===== src/rtl/uart_pkg.sv =====
// Shared types and constants for the UART RX parity checker.
package uart_pkg;

  typedef enum logic [1:0] {
    PAR_EVEN  = 2'b00,
    PAR_ODD   = 2'b01,
    PAR_MARK  = 2'b10,
    PAR_SPACE = 2'b11
  } par_mode_t;

  typedef enum logic [1:0] {
    IDLE = 2'b00,
    DATA = 2'b01,
    PAR  = 2'b10
  } chk_state_t;

  // Shortest data field a frame may carry; shorter requests are clamped up.
  localparam int DATA_LEN_MIN = 5;

endpackage


===== src/rtl/uart_sat_cnt.sv =====
// Saturating up-counter with a clear that wins over increment.
module uart_sat_cnt #(
  parameter int W = 8
) (
  input  logic         CLK,
  input  logic         RST,
  input  logic         inc,
  input  logic         clr,
  output logic [W-1:0] cnt
);

  localparam logic [W-1:0] CNT_MAX = '1;

  // clr+inc lands on 1 so the event that coincides with the clear is not lost.
  always_ff @(posedge CLK or negedge RST) begin
    if (!RST)
      cnt <= '0;
    else if (clr)
      cnt <= inc ? W'(1) : '0;
    else if (inc && cnt != CNT_MAX)
      cnt <= cnt + W'(1);
  end

endmodule


===== src/rtl/uart_par_chk_gen.sv =====
// Bit-serial RX parity checker: 5..DATA_W data bits, even/odd/mark/space
// parity, one-cycle done strobe and a saturating parity-error counter.
module uart_par_chk_gen
  import uart_pkg::*;
#(
  parameter int DATA_W    = 8,
  parameter int LEN_W     = 4,
  parameter int ERR_CNT_W = 8
) (
  input  logic                 CLK,
  input  logic                 RST,
  input  logic                 frame_start,
  input  logic                 par_en,
  input  logic [1:0]           par_mode,
  input  logic [LEN_W-1:0]     data_len,
  input  logic                 sampled_bit,
  input  logic                 data_bit_vld,
  input  logic                 par_bit_vld,
  input  logic                 err_clr,
  output logic                 par_done,
  output logic                 par_err,
  output logic                 busy,
  output logic [ERR_CNT_W-1:0] err_cnt
);

  chk_state_t       state;
  par_mode_t        f_mode;
  logic             f_par_en;
  logic [LEN_W-1:0] f_len;
  logic [LEN_W-1:0] bit_cnt;
  logic [LEN_W-1:0] bit_cnt_nxt;
  logic [LEN_W-1:0] len_clamped;
  logic             acc;
  logic             exp_par;
  logic             err_inc;

  // Clamp the requested data length into the supported window.
  always_comb begin
    len_clamped = data_len;
    if (data_len < LEN_W'(DATA_LEN_MIN))
      len_clamped = LEN_W'(DATA_LEN_MIN);
    else if (data_len > LEN_W'(DATA_W))
      len_clamped = LEN_W'(DATA_W);
  end

  // Parity bit the frame should carry, given the data accumulated so far.
  always_comb begin
    case (f_mode)
      PAR_EVEN: exp_par = acc;
      PAR_ODD:  exp_par = ~acc;
      PAR_MARK: exp_par = 1'b1;
      default:  exp_par = 1'b0;
    endcase
  end

  assign bit_cnt_nxt = bit_cnt + LEN_W'(1);
  // Error verdict is counted in the same cycle par_err is registered.
  assign err_inc = (state == PAR) && par_bit_vld && !frame_start &&
                   (sampled_bit != exp_par);
  assign busy    = (state != IDLE);

  // Frame FSM: frame_start aborts/opens a frame and overrides any strobe.
  always_ff @(posedge CLK or negedge RST) begin
    if (!RST) begin
      state    <= IDLE;
      f_mode   <= PAR_EVEN;
      f_par_en <= 1'b0;
      f_len    <= LEN_W'(DATA_LEN_MIN);
      acc      <= 1'b0;
      bit_cnt  <= '0;
      par_done <= 1'b0;
      par_err  <= 1'b0;
    end else begin
      par_done <= 1'b0;
      if (frame_start) begin
        f_mode   <= par_mode_t'(par_mode);
        f_par_en <= par_en;
        f_len    <= len_clamped;
        acc      <= 1'b0;
        bit_cnt  <= '0;
        par_err  <= 1'b0;
        state    <= DATA;
      end else begin
        case (state)
          DATA: if (data_bit_vld) begin
            acc     <= acc ^ sampled_bit;
            bit_cnt <= bit_cnt_nxt;
            if (bit_cnt_nxt == f_len) begin
              if (f_par_en) begin
                state <= PAR;
              end else begin
                state    <= IDLE;
                par_done <= 1'b1;
                par_err  <= 1'b0;
              end
            end
          end
          PAR: if (par_bit_vld) begin
            par_err  <= (sampled_bit != exp_par);
            par_done <= 1'b1;
            state    <= IDLE;
          end
          default: ;
        endcase
      end
    end
  end

  uart_sat_cnt #(.W(ERR_CNT_W)) u_err_cnt (
    .CLK (CLK),
    .RST (RST),
    .inc (err_inc),
    .clr (err_clr),
    .cnt (err_cnt)
  );

endmodule


===== config.mk =====
export PLATFORM = sky130hd
export DESIGN_NAME = uart_par_chk_gen
export DESIGN_NICKNAME = d
export VERILOG_FILES = /design/src/rtl/uart_pkg.sv /design/src/rtl/uart_sat_cnt.sv /design/src/rtl/uart_par_chk_gen.sv
export SDC_FILE = /design/constraint.sdc
export NUM_CORES = 1
export LEC_CHECK = 0
export BUFFER_PORTS_ARGS = -buffer_cell sky130_fd_sc_hd__buf_2
export CORE_ASPECT_RATIO = 0.75
export CORE_MARGIN = 8
export CORE_UTILIZATION = 61
export CTS_BUF_LIST = sky130_fd_sc_hd__clkbuf_8
export DETAILED_ROUTE_END_ITERATION = 7
export GPL_TIMING_DRIVEN = 0
export PLACE_DENSITY = 0.87
export SLEW_MARGIN = 20
export SYNTH_ARGS = -nofsm -noshare
export SYNTH_HDL_FRONTEND = slang
export SYNTH_SLANG_ARGS = --single-unit

===== constraint.sdc =====
create_clock -name CLK -period 4.6 [get_ports CLK]
set_input_delay 0.23 -clock CLK [delete_from_list [all_inputs] [get_ports CLK]]
set_output_delay 0.23 -clock CLK [all_outputs]
set_load 0.005 [all_outputs]

After elaboration in Yosys (flattened, before gate mapping)
Cells that the tools add are included.

cells by class
  add/subtract/negate cells = 2
  $lt $le $gt $ge = 2
  shift-type cells = 0
  equal/unequal tests = 11
  multiplexer cells = 30
  bitwise logic cells = 2
  div/mod/pow operators = 0
  multipliers = 0
  reduce and logical (&&, ||, !) cells = 14

operators by type and width
  kind                                                         count
  two-way mux 4 bit                                            5
  two-way mux 8 bit                                            2
  two-way mux 1 bit                                            14
  != test 3 bit (second input constant)                        4
  two-way mux 2 bit                                            5
  adder 8 x 1 -> 8 bit (second input constant)                 1
  != test 8 bit (second input constant)                        1
  nonzero test 2 bit                                           4
  AND reduction 5 bit                                          1
  adder 4 x 1 -> 4 bit (second input constant)                 1
  equality test 2 x 1 -> 1 bit (second input constant)         2
  equality test 2 bit (second input constant)                  2
  equality test 4 bit                                          1
  greater-than comparator 4 bit (second input constant)        1
  logical AND 1 bit                                            4
  less-than comparator 4 x 3 -> 1 bit (second input constant)  1
  one-hot mux 1 bit (2 select lines)                           2
  one-hot mux 2 bit (2 select lines)                           1
  AND reduction 4 bit                                          1
  one-hot mux 1 bit (3 select lines)                           1
  nonzero test 3 bit                                           1
  zero test 2 bit                                              1
  AND reduction 2 bit                                          1
  zero test 1 bit                                              1
  other kinds (3)                                              3

storage, ports and cells
  bits in read-only memories = 0
  logic and storage cells = 70
  output and inout port bits = 11
  bits in registers = 24
  bits in writable memories = 0
  input port bits = 14
  memories kept = 0
  latch bits = 0

Depth between registers and ports, before layout
Gate-level depths: netlist of run 1.

  depth in word-level cells = 7
  mapped depth = 8
  mapped depth without buffers = 7

Hierarchy
Synthesis of run 1 repeated with hierarchy kept, for this count alone.

unflattened totals
  cells, all modules = 133
  area total of the unflattened synthesis = 1347.5 µm²

by module, submodules not included
  module            instances  cells an instance  area each (µm²)  seq. area each (µm²)
  uart_par_chk_gen  1          86                 874.6            402.9
  uart_sat_cnt      1          47                 473.0            200.2

Least setup slack after synthesis of run 1
Ideal clock, no wire load.

  kind = register -> register
  from = register state[0]
  to = register u_err_cnt.cnt[7]
  setup slack = 2.783 ns
  cell stages (with the launch flop) = 9
  data arrival time = 1.740 ns
  setup time = 0.078 ns
  buffers on the path = 1
  required time = 4.522 ns
  period minus slack after synthesis = 1.817 ns
  cell sequence = dfrtp_1 inv_1 ha_1 nand2_1 a41o_1 or2_0 buf_2 or3_1 a21oi_1

on the way
  cells in the longest elaborated chain, start to end = 6

RTL lines
  what                            RTL line                RTL
  start, declared                 uart_par_chk_gen.sv:26  chk_state_t state;
  start signal, assigned          uart_par_chk_gen.sv:65  state <= IDLE;
  start signal, assigned          uart_par_chk_gen.sv:82  state <= DATA;
  start signal, assigned          uart_par_chk_gen.sv:90  state <= PAR;
  equality test 2 bit             uart_par_chk_gen.sv:58  assign err_inc = (state == PAR) && par_bit_vld && !frame_start &&
  logical AND 1 bit (3 in a row)  uart_par_chk_gen.sv:58
  logical AND 1 bit               uart_sat_cnt.sv:20      else if (inc && cnt != CNT_MAX)
  nonzero test 2 bit (no line)    -
  end signal, assigned            uart_sat_cnt.sv:19      cnt <= inc ? W'(1) : '0;
  end signal, assigned            uart_sat_cnt.sv:21      cnt <= cnt + W'(1);
  end, declared                   uart_sat_cnt.sv:9       output logic [W-1:0] cnt

Every way passes these cells.
A chain may end at the register's enable or synchronous reset.

Worst setup path in the final report of run 1
Same ends and word-level chain as after synthesis.

==> flow_summary.json, run 1 <==
{
  "fin_crit_ns": 2.00,
  "dieArea_um2": 3920,
  "critPathKind": "reg -> reg",
  "cts.sinks": 24,
  "io-pin-count": 25,
  "cts_root_buf": "clkbuf_8",
  "start_util": 0.650,
  "hold_buffers": 1,
  "async_reset_ff_frac": 1.00,
  "post_cts_buffers": 0,
  "syn-cell-area_um2": 1320,
  "grt_pass1_wl_um": 4990,
  "area_growth_pct": 15.2,
  "multiInputGateArea_um2": 667,
  "powerDensity_nw_per_um2": 281,
  "antenna_found_initial": 0,
  "drt-pass1-iter-count": 4,
  "synth_top_cell_area_share": 0.417,
  "hpwl_um": 2060,
  "final.setup.tns_ns": 0,
  "min_period_over_period": 0.436,
  "relSlewSlack": 0.562,
  "endpoint_kind": "register",
  "path_clk_slew_ns": 0.08,
  "fp.dieH_um": 56.3,
  "vias_per_cell": 5.65,
  "hold_violations": 0,
  "rows": 14,
  "ys_ff_latch": 24,
  "critPathMaxFanout": 6,
  "fmax_mhz": 499,
  "gp_congestion": 0.772,
  "drc": 0,
  "p_leak_nw": 0.712,
  "status": "complete, no violations",
  "synthTopCellsByArea": "dfrtp_1 42%, xnor2_1 5.3%, nor2_1 5.1%, mux2_2 5.1%, ha_1 4.7%",
  "cts_resized": 0,
  "layout_setup_ws_ns": 2.60,
  "wl_met3_um": 183,
  "startpoint_type": "register",
  "grt_max_degree": 25,
  "overflow": 0,
  "htree_levels": 1,
  "antenna_left": 0,
  "yosys-top-cells-count": "22 x dfrtp_1, 18 x nor2_1",
  "cts_made_buffers": 3,
  "wl_met1_um": 1320,
  "grt_usage": 0.151,
  "n_fill_cell": 148,
  "core_area_um2": 2030,
  "clk_latency_ns": 0.27,
  "worst_pin_slew_ns": 0.639,
  "hold_slack_ns": 0.202,
  "synth.most_common_cell": "dfrtp_1",
  "place_ws_ns": 2.63,
  "syn_inst": 134,
  "cp.arrival_ns": 2.20,
  "yosys_warnings": 0,
  "synth_cell_type_count": 36,
  "post-route-util": 0.748,
  "rsz0062_at_grt": "no",
  "cts_tree": "done",
  "required_ns": 4.80,
  "layout-drive-gt1-share": 0.241,
  "max-vdd-ir-drop_mv": 0.239,
  "synth_ff_type": "dfrtp_1",
  "seq_area_um2": 603,
  "synth_largest_area_cell": "dfrtp_1",
  "fin_area_um2": 1520,
  "grt_pass1_vias": 1027,
  "maxCapViolCount": 0,
  "wirelength_um": 2880,
  "initialDrtViolationCount": 87,
  "hp-class": "in -> reg",
  "portBuffers": 23,
  "clock_skew_ns": 0.0110,
  "die_w_um": 69.7,
  "wl_met2_um": 1340,
  "antennaDiodeCount": 0,
  "final_max_slew_viol_count": 0,
  "place_area_um2": 1470,
  "vias": 1051,
  "syn_avg_cell_area_um2": 9.85,
  "nets": 182,
  "highest-signal-layer": "met4",
  "ys_seq_area_frac": 0.457,
  "clockBufferDepth": 2,
  "routedWlPerCell_um": 15.5,
  "finalSetupViolations": 0,
  "syn_nets": 153,
  "synth_edf_count": 0
}
area by class of cell:
class	instances	share of cell area
clock inverters	1	0.00247
well taps	24	0.0198
plain buffers	5	0.0132
inverters	8	0.0198
multi-input cells	97	0.439
flip-flops and latches	24	0.397
repair buffers	24	0.0823
clock buffers	3	0.0272
routing by layer:
metal	global-route usage	vias up
met5	0	-
met4	0.0343	0
met3	0.0421	7
met2	0.236	44
met1	0.202	480
li1	-	520
power by group:
group | switching [W] | internal, W | total, W | leakage (nW)
Combinational | 0.0000390 | 0.0000322 | 0.0000712 | 0.374
Clock | 0.0000636 | 0.0000596 | 0.000123 | 0.0269
Sequential | 0.00000986 | 0.000223 | 0.000233 | 0.312
cells by family after synthesis:
kind of cell               count (synthesis)  synth area share
adders and majority gates                  5            0.0474
DFF                                       24             0.457
buffers and inverters                     13            0.0379
xor gates and xnor gates                  14             0.103
muxes                                      8            0.0663
and+or+nand+nor                           50             0.183
AOI/OAI and AO/OA                         20             0.105
path summary, 6_finish.rpt:
path                                      start                            to  slack, ns  depth (start not counted)
setup / recovery           state[0]$_DFFE_PN0P_  u_err_cnt.cnt[7]$_DFFE_PN0P_       2.60                          8
setup reg to reg           state[0]$_DFFE_PN0P_  u_err_cnt.cnt[7]$_DFFE_PN0P_       2.60                          8
max in group asynchronous                   RST          f_len[2]$_DFFE_PN1P_       3.75                          2
min in group asynchronous                   RST  u_err_cnt.cnt[2]$_DFFE_PN0P_       0.47                          2
hold / removal                      par_mode[1]         f_mode[1]$_DFFE_PN0P_       0.20                          2
hold reg to reg            f_len[2]$_DFFE_PN1P_          f_len[2]$_DFFE_PN1P_       0.50                          2
sequential cells by signal (all words and copies together), names as in the netlist:
name and flops:
bit_cnt 4, f_mode 2, u_err_cnt.cnt 8, f_par_en 1, par_done 1, f_len 4
acc 1, par_err 1, state 2
per-stage QoR:
step / instances / power, W
3_5_place_dp: 181 / 0.000305
5_1_grt: 186 / 0.000447
6_report: 186 / 0.000427
3_3_place_gp: 181 / 0.000301
4_1_cts: 186 / 0.000430
2_1_floorplan: 134 / 0.000282
critical path: stages, from the launching register on:
cell     delay (ns)
dfrtp_1        0.41
inv_1          0.11
ha_1           0.18
nand2_1        0.11
a41o_1         0.29
or2_0          0.21
buf_2          0.15
or3_1          0.34
a21oi_1        0.14
placed cells by master (no fill, tap or decap), drive strengths merged, types with 3 or more instances in the layout:
| cell type | count |
|---|---|
| dfrtp | 22 |
| nor2 | 18 |
| ha | 5 |
| clkbuf | 6 |
| xnor2 | 8 |
| nor3 | 5 |
| a21oi | 3 |
| mux2 | 6 |
| nand2 | 8 |
| nand3 | 8 |
| inv | 9 |
| xor2 | 5 |
| o21ai | 7 |
| buf | 25 |
(Power assumes the default switching activity.)
==> run 2: changes to the inputs <==
--- a/config.mk
+++ b/config.mk
@@ -8,11 +8,11 @@
 export BUFFER_PORTS_ARGS = -buffer_cell sky130_fd_sc_hd__buf_2
 export CORE_ASPECT_RATIO = 0.75
 export CORE_MARGIN = 8
-export CORE_UTILIZATION = 61
+export CORE_UTILIZATION = 51
 export CTS_BUF_LIST = sky130_fd_sc_hd__clkbuf_8
 export DETAILED_ROUTE_END_ITERATION = 7
 export GPL_TIMING_DRIVEN = 0
-export PLACE_DENSITY = 0.87
+export PLACE_DENSITY = 0.77
 export SLEW_MARGIN = 20
 export SYNTH_ARGS = -nofsm -noshare
 export SYNTH_HDL_FRONTEND = slang
==> constraint.sdc (replaced) <==
create_clock -name CLK -period 1.73 [get_ports CLK]
set_input_delay 0.0865 -clock CLK [delete_from_list [all_inputs] [get_ports CLK]]
set_output_delay 0.0865 -clock CLK [all_outputs]
set_load 0.005 [all_outputs]
==> run 2 against run 1 <==
Via count is 2.7% higher; register-to-register slack got worse by 2.6 ns; largest cell class unchanged; largest power group unchanged; routed wire length up 4.4%; critical path depth shrank 1.
==> flow_summary.json, run 2 (synthesis results as in run 1) <==
{
  "antenna_found_initial": 0,
  "hold_violations": 0,
  "endpoint_kind": "register",
  "highest-signal-layer": "met4",
  "fin_crit_ns": 1.72,
  "mostFrequentLayoutCells": "23 x buf_2, 21 x dfrtp_1, 17 x nor2_1, 8 x xnor2_1, 8 x nand3_1",
  "fp.dieH_um": 60.1,
  "grt_max_degree": 25,
  "wl_met1_um": 1390,
  "grt_pass1_vias": 1078,
  "status": "complete, no violations",
  "p_leak_nw": 0.740,
  "dieArea_um2": 4490,
  "wl_met3_um": 143,
  "drc": 0,
  "hp-class": "in -> reg",
  "cts_tree": "done",
  "rows": 16,
  "top_register": "u_err_cnt.cnt",
  "initialDrtViolationCount": 67,
  "final_common_cell": "buf_2",
  "portBuffers": 23,
  "clock_skew_ns": 0.00323,
  "wl_met2_um": 1460,
  "die_w_um": 74.7,
  "worst_pin_slew_ns": 0.527,
  "cp.arrival_ns": 1.92,
  "cts.sinks": 24,
  "maxCapViolCount": 0,
  "routedWlPerCell_um": 15.0,
  "top_regs": "u_err_cnt.cnt (8), bit_cnt (4), f_len (4)",
  "largest_reg_flops": 8,
  "nets": 185,
  "drt-pass1-iter-count": 4,
  "layout-drive-gt1-share": 0.364,
  "wirelength_um": 3010,
  "critPathMaxFanout": 5,
  "final_max_slew_viol_count": 0,
  "critPathKind": "reg -> reg",
  "start_util": 0.519,
  "grt_pass1_wl_um": 4800,
  "cts_made_buffers": 3,
  "fin_area_um2": 1680,
  "cts_root_buf": "clkbuf_8",
  "vias": 1079,
  "min_period_over_period": 0.997,
  "max-vdd-ir-drop_mv": 0.529,
  "vias_per_cell": 5.37,
  "hpwl_um": 2090,
  "startpoint_type": "register",
  "io-pin-count": 25,
  "powerDensity_nw_per_um2": 796,
  "multiInputGateArea_um2": 752,
  "clk_latency_ns": 0.26,
  "relSlewSlack": 0.649,
  "fmax_mhz": 580,
  "rsz0062_at_grt": "yes",
  "seq_area_um2": 604,
  "overflow": 0,
  "htree_levels": 1,
  "antenna_left": 0,
  "required_ns": 1.93,
  "grt_usage": 0.139,
  "core_area_um2": 2540,
  "area_growth_pct": 27.0,
  "clockBufferDepth": 2,
  "path_clk_slew_ns": 0.09,
  "place_area_um2": 1500,
  "hold_slack_ns": 0.0515,
  "finalSetupViolations": 0,
  "n_fill_cell": 214,
  "gp_congestion": 0.826,
  "antennaDiodeCount": 0
}
==> run 2: changes by cell type in the layout (fill, tap and decap cells not counted), sizes merged <==
cell / change
buf: +4
bufinv: +1
clkbuf: -1
inv: -1
==> run 2: area by class of cell <==
class | count | share of cell area
timing repair buffer | 29 | 0.0970
inverter | 8 | 0.0179
buffer | 3 | 0.00672
multi-input combinational | 97 | 0.449
clock buffer | 3 | 0.0246
sequential | 24 | 0.360
clock inverter | 1 | 0.0179
tap | 36 | 0.0269
==> run 2: final timing paths <==
check / cells past startpoint / end / slack [ns] / from
max in group asynchronous: 2 / state[1]$_DFFE_PN0P_ / 1.02 / RST
worst min register to register: 2 / f_len[2]$_DFFE_PN1P_ / 0.52 / f_len[2]$_DFFE_PN1P_
worst max register to register: 7 / u_err_cnt.cnt[7]$_DFFE_PN0P_ / 0.005 / state[0]$_DFFE_PN0P_
min in group asynchronous: 2 / u_err_cnt.cnt[4]$_DFFE_PN0P_ / 0.33 / RST
worst max-delay path: 7 / u_err_cnt.cnt[7]$_DFFE_PN0P_ / 0.005 / state[0]$_DFFE_PN0P_
worst min-delay path: 2 / f_par_en$_DFFE_PN0P_ / 0.05 / par_en
==> run 2: layer usage <==
| metal | vias up | track usage |
|---|---|---|
| li1 | 523 | - |
| met5 | - | 0 |
| met4 | 0 | 0.0278 |
| met3 | 2 | 0.0436 |
| met2 | 29 | 0.230 |
| met1 | 525 | 0.172 |
==> run 2: power by group <==
part	internal, W	total, W	switching, W
Combinational	0.000108	0.000228	0.000120
Clock	0.000309	0.000488	0.000179
Sequential	0.000592	0.000619	0.0000269
==> run 2: per-stage QoR <==
stage	setup TNS [ns]	setup WS [ns]	total power, W	cells	util
after floorplan	0	0.00913	0.000753	134	-
after global placement	-0.376	-0.0963	0.000804	193	0.589
after detailed placement	-0.584	-0.125	0.000815	193	0.589
after CTS	0	0.0125	0.00132	201	0.636
after global routing	-0.313	-0.0830	0.00139	201	0.659
final	0	0.00545	0.00133	201	0.659
==> run 2: repair_timing <==
| item | in CTS | in global routing |
|---|---|---|
| hold buffers | 1 | 0 |
| buffers inserted | 5 | 0 |
| gates resized for setup | 5 | 11 |
| endpoints found under the setup margin | 8 | 11 |
| pin swaps | 2 | 4 |
| endpoints found under the hold margin | 22 | 0 |
==> run 2: critical path: stages, from the launching register on <==
cell	delay (ns)
dfrtp_1	0.41
inv_2	0.10
ha_4	0.15
nand2_4	0.06
a41o_1	0.22
or2_4	0.27
or3_4	0.33
a21oi_2	0.11
==> run 3: changes to the inputs <==
--- a/config.mk
+++ b/config.mk
@@ -13,6 +13,7 @@
 export DETAILED_ROUTE_END_ITERATION = 7
 export GPL_TIMING_DRIVEN = 0
 export PLACE_DENSITY = 0.77
+export REMOVE_ABC_BUFFERS = 1
 export SLEW_MARGIN = 20
 export SYNTH_ARGS = -nofsm -noshare
 export SYNTH_HDL_FRONTEND = slang
==> run 3 against run 2 <==
The flow now finishes with violations (setup timing); via count up 0.37%; clock skew is 0.011 ns higher; sequential power about the same; cell area grew 1.4%; clock power down 21%; cell count stayed put; clock-buffer cell count is 1 higher; non-clock buffer count did not move; global-route usage is 0.56 points lower; worst hold slack worse by 0.0018 ns; die area unchanged; critical path type unchanged; highest routed layer unchanged.
==> flow_summary.json, run 3 (synthesis results as in run 1) <==
{
  "rows": 16,
  "finalSetupViolations": 1,
  "path_buf_inv": 1,
  "place_ws_ns": -0.227,
  "grt_usage": 0.133,
  "core_area_um2": 2540,
  "critPathKind": "reg -> reg",
  "drt-pass1-iter-count": 4,
  "clockBufferDepth": 2,
  "hp-class": "in -> reg",
  "antennaDiodeCount": 0,
  "final_cell_count_no_fill": 201,
  "vias_per_cell": 5.39,
  "cts_tree": "done",
  "largest_reg_flops": 8,
  "cts.sinks": 24,
  "crit_slowest_cell": "dfrtp_1",
  "mostFrequentLayoutCells": "24 x buf_2, 21 x dfrtp_1, 17 x nor2_1, 8 x nand3_1, 7 x xnor2_1",
  "grt_pass1_vias": 1052,
  "relSlewSlack": 0.646,
  "gp_congestion": 0.827,
  "clk_latency_ns": 0.28,
  "top_regs": "u_err_cnt.cnt (8), bit_cnt (4), f_len (4)",
  "nets": 185,
  "endpoint_kind": "register",
  "grt_pass1_wl_um": 4550,
  "drc": 0,
  "overflow": 0,
  "routedWlPerCell_um": 14.5,
  "antenna_found_initial": 0,
  "dieArea_um2": 4490,
  "p_leak_nw": 0.769,
  "min_period_over_period": 1.01,
  "critPathTopFamily": "simple AND/OR/NAND/NOR gates",
  "failed_checks": "setup timing",
  "clock_skew_ns": 0.0143,
  "layout-drive-gt1-share": 0.388,
  "final_common_cell": "buf_2",
  "final.setup.tns_ns": -0.0107,
  "die_w_um": 74.7,
  "startpoint_type": "register",
  "cts_root_buf": "clkbuf_8",
  "layout_setup_ws_ns": -0.0107,
  "top_register": "u_err_cnt.cnt",
  "htree_levels": 1,
  "worst_pin_slew_ns": 0.531,
  "portBuffers": 24,
  "antenna_left": 0,
  "fin_crit_ns": 1.74,
  "fmax_mhz": 574,
  "powerDensity_nw_per_um2": 729,
  "cp_cell_sequence": "inv_2 > ha_4 > nand2_4 > a41o_1 > or2_4 > or3_4 > a21oi_2",
  "required_ns": 1.95,
  "status": "complete, but fails checks",
  "grt_max_degree": 25,
  "vias": 1083,
  "area_growth_pct": 28.8,
  "critPathMaxFanout": 4,
  "start_util": 0.519,
  "io-pin-count": 25,
  "hold_violations": 0,
  "cp.arrival_ns": 1.96,
  "wirelength_um": 2920,
  "hpwl_um": 2030,
  "cts_made_buffers": 3,
  "maxCapViolCount": 0,
  "cp_slowest_stage_delay_ns": 0.42,
  "rsz0062_at_grt": "yes",
  "path_clk_slew_ns": 0.09,
  "final_max_slew_viol_count": 0,
  "fp.dieH_um": 60.1,
  "max-vdd-ir-drop_mv": 0.471,
  "place_inst": 189,
  "initialDrtViolationCount": 61
}
run 3: report_power, final:
group          total (W)  internal (W)  switching (W)
combinational   0.000237      0.000116       0.000121
clock           0.000384      0.000204       0.000180
sequential      0.000619      0.000592      0.0000272
run 3: what timing repair did:
item / CTS / global route
hold endpoints to repair: 22 / 0
hold buffers: 1 / 0
resized for setup: 6 / 21
pin swaps: 0 / 9
setup endpoints to repair: 6 / 12
buffers inserted: 3 / 4
run 3: routing by layer:
metal | global-route usage | vias up | part of all wire
met1 | 0.154 | 513 | 0.44
met5 | 0 | - | 0
met3 | 0.0402 | 13 | 0.061
met4 | 0.0917 | 0 | 0.035
met2 | 0.207 | 31 | 0.47
li1 | - | 526 | -
run 3: per-stage QoR:
step                instance area (um2)  utilization  hold slack, ns  power (W)
finish                             1700        0.669          0.0498    0.00124
global route                       1700        0.669          0.0538    0.00130
CTS                                1570        0.617          0.0437    0.00121
detailed placement                 1470        0.576          0.0998   0.000809
global placement                   1470        0.576          0.0971   0.000801
floorplan                          1300            -          -0.209   0.000743
run 3: layout make-up:
type,count,area [um2]
multi-input cells,97,779
inverters,8,30.0
well taps,36,45.0
repair buffers,32,186
fillers,207,842
flip-flops and latches,24,604
clock buffers,4,55.1
run 3: worst paths after layout:
kind,cells past startpoint,to,start,slack (ns)
max in group asynchronous,2,u_err_cnt.cnt[0]$_DFFE_PN0P_,RST,1.04
max,7,u_err_cnt.cnt[7]$_DFFE_PN0P_,state[0]$_DFFE_PN0P_,-0.01
min reg2reg,2,f_len[2]$_DFFE_PN1P_,f_len[2]$_DFFE_PN1P_,0.49
min in group asynchronous,2,bit_cnt[3]$_DFFE_PN0P_,RST,0.31
max reg2reg,7,u_err_cnt.cnt[7]$_DFFE_PN0P_,state[0]$_DFFE_PN0P_,-0.01
min,2,f_mode[1]$_DFFE_PN0P_,par_mode[1],0.05
